<file path="src/rtl/constants.sv">
// Shared design-wide constants.
package constants;
  localparam int WORD_LENGTH = 8;
endpackage

</file>
<file path="src/rtl/_skid_buf.sv">
// Two-entry valid/ready skid buffer: main register feeds out_data, the skid register
// catches the one word accepted while downstream stalls.
module _skid_buf #(
  parameter int n = constants::WORD_LENGTH
) (
  input  logic         clk,
  input  logic         rst,
  input  logic         flush,
  input  logic         in_valid,
  input  logic [n-1:0] in_data,
  output logic         in_ready,
  output logic         out_valid,
  output logic [n-1:0] out_data,
  input  logic         out_ready,
  output logic [1:0]   count
);

  localparam logic [1:0] S_EMPTY = 2'd0;
  localparam logic [1:0] S_BUSY  = 2'd1;
  localparam logic [1:0] S_FULL  = 2'd2;

  logic [1:0]   r_state;
  logic [n-1:0] r_main;
  logic [n-1:0] r_skid;
  logic         w_in_xfer;
  logic         w_out_xfer;

  // Handshake outputs decode registered state only, so out_ready never reaches in_ready.
  assign in_ready   = (r_state == S_EMPTY) || (r_state == S_BUSY);
  assign out_valid  = (r_state == S_BUSY)  || (r_state == S_FULL);
  assign out_data   = r_main;
  assign count      = r_state;
  assign w_in_xfer  = in_valid & in_ready;
  assign w_out_xfer = out_valid & out_ready;

  always_ff @(posedge clk) begin
    if (rst) begin
      r_state <= S_EMPTY;
      r_main  <= '0;
      r_skid  <= '0;
    end else if (flush) begin
      r_state <= S_EMPTY;
    end else begin
      case (r_state)
        S_EMPTY: begin
          if (w_in_xfer) begin
            r_main  <= in_data;
            r_state <= S_BUSY;
          end
        end
        S_BUSY: begin
          if (w_in_xfer && w_out_xfer) begin
            r_main <= in_data;
          end else if (w_in_xfer) begin
            r_skid  <= in_data;
            r_state <= S_FULL;
          end else if (w_out_xfer) begin
            r_state <= S_EMPTY;
          end
        end
        S_FULL: begin
          if (w_out_xfer) begin
            r_main  <= r_skid;
            r_state <= S_BUSY;
          end
        end
        default: r_state <= S_EMPTY;
      endcase
    end
  end

endmodule

</file>
<file path="config.mk">
export PLATFORM = sky130hd
export DESIGN_NAME = _skid_buf
export DESIGN_NICKNAME = d
export VERILOG_FILES = /design/src/rtl/constants.sv /design/src/rtl/_skid_buf.sv
export SDC_FILE = /design/constraint.sdc
export NUM_CORES = 1
export LEC_CHECK = 0
export ABC_CLOCK_PERIOD_IN_PS = 2300
export BUFFER_PORTS_ARGS = -buffer_cell sky130_fd_sc_hd__buf_2
export CAP_MARGIN = 5
export CELL_PAD_IN_SITES_DETAIL_PLACEMENT = 0
export CELL_PAD_IN_SITES_GLOBAL_PLACEMENT = 1
export CORE_MARGIN = 5
export CORE_UTILIZATION = 37
export DETAILED_ROUTE_END_ITERATION = 8
export MAX_ROUTING_LAYER = met4
export PLACE_DENSITY_LB_ADDON = 0.1
export REMOVE_ABC_BUFFERS = 1
export SLEW_MARGIN = 10
export SYNTH_ARGS = -nofsm -noshare
export SYNTH_HDL_FRONTEND = slang
export SYNTH_SLANG_ARGS = --single-unit
</file>
<file path="constraint.sdc">
create_clock -name clk -period 2.3 [get_ports clk]
set_input_delay 0.69 -clock clk [delete_from_list [all_inputs] [get_ports clk]]
set_output_delay 0.69 -clock clk [all_outputs]
set_load 0.005 [all_outputs]
</file>
==> results_dict.tcl <==
set metrics [dict create \
    fmax_mhz 457 \
    die_h_um 59.7 \
    grt_pass1_wl_um 3470 \
    ys_warn_count 0 \
    yosysMostFrequentCell "dfxtp_1" \
    p_per_area_nw_per_um2 582 \
    cp-end-kind "output port" \
    synth.avg_cell_area_um2 9.21 \
    clockBufferDepth 2 \
    routedWlPerCell_um 13.3 \
    antenna_found_initial 0 \
    grt_setup_unrepaired "no" \
    cp-start-kind "flop" \
    fin_ws_ns 0.112 \
    cts_buffers 3 \
    firstDrtPassIters 4 \
    yosysTopAreaCell "dfxtp_1" \
    finalCriticalPeriod_ns 2.19 \
    yosys-top-cells-area "dfxtp_1, nand2b_1, mux2i_1" \
    initial_core_util_pct 37.9 \
    max-cap-violations 0 \
    layout.nets 145 \
    synthMuxAreaShare_pct 11.0 \
    synth_top_family_by_area "simple AND/OR/NAND/NOR gates" \
    path_class "reg -> out" \
    gr-usage-met2_pct 20.4 \
    cts_tree "yes" \
    overflow 0 \
    r2r_start "count[0]$_SDFFE_PP0P_" \
    synth_compound_area_share_pct 18.2 \
    p_total_w 0.000654 \
    hold_path_class "reg -> reg" \
    maxSlewHeadroom_pct 73.1 \
    dpl.cell_count 153 \
    critPathMaxFanout 6 \
    hold_viol 0 \
    leakagePower_nw 0.474 \
    place_ws_ns 0.371 \
    synth_simple_gate_area_share_pct 22.4 \
    synth_cell_types 22 \
    grt_max_degree 20 \
    track_usage_pct 12.8 \
    clk-insertion-delay-late_ns 0.29 \
    cts-hold-fix-buffers 0 \
    synth.ff_latch_count 18 \
    drcViolationCount 0 \
    h-tree-depth 1 \
    clkTransAtPathRegs_ns 0.10 \
    syn_to_final_growth_pct 23.2 \
    first_iter_violations 17 \
    tightest_slew_ns 0.404 \
    grt_pass1_vias 812 \
    synth-edff-count 0 \
    setup_violations 0 \
    vias 796 \
    outcome "complete, no violations" \
    dieArea_um2 3560 \
    met1_usage_pct 16.3 \
    grt_use_met3_pct 2.16 \
    hpwl_um 1530 \
    synth.top_cell.area_share_pct 39.5 \
    gp_congestion 0.731 \
    hold_start "out_data[6]$_SDFFE_PP0P_" \
    ios 25 \
    synth_top_cells_by_count "dfxtp_1, nand2b_1, mux2i_1" \
    stdcell_count 157 \
    viasPerCell 5.07 \
    cts_resized 0 \
    async_flop_share_pct 0 \
    grt_most_used_layer "met2" \
    num-fill-cells 253 \
    clkSinkCount 18 \
    fin_crit_sh_pct 95.1 \
    routed_wl_um 2080 \
    ys.flop_type "dfxtp_1" \
    core-area_um2 2410 \
    synth_fa_ha_area_share_pct 5.49 \
    ir_drop_uv 357 \
    seq_area_frac_synth_pct 39.5 \
    crit_start "count[1]$_SDFFE_PP0P_" \
    drive_gt1_share_pct 29.1 \
    clockRootBuffer "clkbuf_4" \
    die_x_um 59.7 \
    synthCells 99 \
    arrival_ns 1.50 \
    antennaDiodeCount 0 \
    worst_clock_skew_ns 0.00444 \
    postCtsSetupBuffers 0 \
    synthXorXnorAreaFrac_pct 0 \
    postRouteAntennaNets 0 \
    cp_data_required_time_ns 1.61 \
    drv_slew 0 \
    port_buffers 24 \
    row_count 18 \
    syn-cell-area_um2 912 \
]
logic make-up after synthesis:
| kind of cell | after synthesis |
|---|---|
| compound gates | 22 |
| simple gates | 37 |
| buf+inv | 8 |
| flops | 18 |
| fa+ha+maj | 4 |
| mux | 10 |
cell type report:
cell class	instances	area [µm²]	share of cell area, %
clock buffer	4	36.3	3.23
inverter	3	11.3	1.00
multi-input combinational	73	520	46.3
sequential	18	360	32.1
tap	30	37.5	3.34
timing repair buffer	29	158	14.0
flip-flops by register name, indices dropped and copies added (netlist names):
| register | flops |
|---|---|
| r_skid | 8 |
| out_data | 8 |
| count | 2 |
worst paths after layout:
kind              cells past startpoint  slack [ns]                       end
setup reg to reg                      6        0.39  out_data[6]$_SDFFE_PP0P_
hold reg to reg                       2        0.48  out_data[6]$_SDFFE_PP0P_
hold / removal                        2        0.48  out_data[6]$_SDFFE_PP0P_
setup / recovery                      4        0.11                  in_ready
stage by stage:
stage          cell area [µm²]  utilization [%]  TNS, ns  hold WS, ns
2_1_floorplan              892                -   -0.747        0.451
3_3_place_gp              1090             45.1        0        0.463
3_5_place_dp              1090             45.1        0        0.467
4_1_cts                   1120             46.6        0        0.485
5_1_grt                   1120             46.6        0        0.514
6_report                  1120             46.6        0        0.483
cell usage in the layout, fill, tap and decap left out, types with 2 or more instances in the layout:
master    instances
nand2_1           4
mux2i_1          10
a21oi_1           2
clkbuf_4          3
ha_1              4
nand2b_1         17
o21ai_0           2
nor2_1            9
o22ai_1           8
buf_4             5
inv_1             3
a22oi_1           8
dfxtp_1          18
buf_2            24
where the power goes:
group	internal, W	total, W	leakage (nW)	switching [W]
registers	0.000331	0.000343	0.147	0.0000115
clock network	0.0000964	0.000195	0.0210	0.0000989
logic	0.0000575	0.000116	0.306	0.0000581
critical path, cell delays in order, from the launching register on:
cell,delay (ns)
dfxtp_1,0.42
inv_1,0.09
ha_1,0.28
or2_2,0.29
buf_2,0.13
layer usage:
metal	up-vias	share of wire [%]
met5	-	0
met3	2	5.6
met2	16	47
li1	402	-
met4	0	0.43
met1	376	47
(Power assumes the default switching activity.)
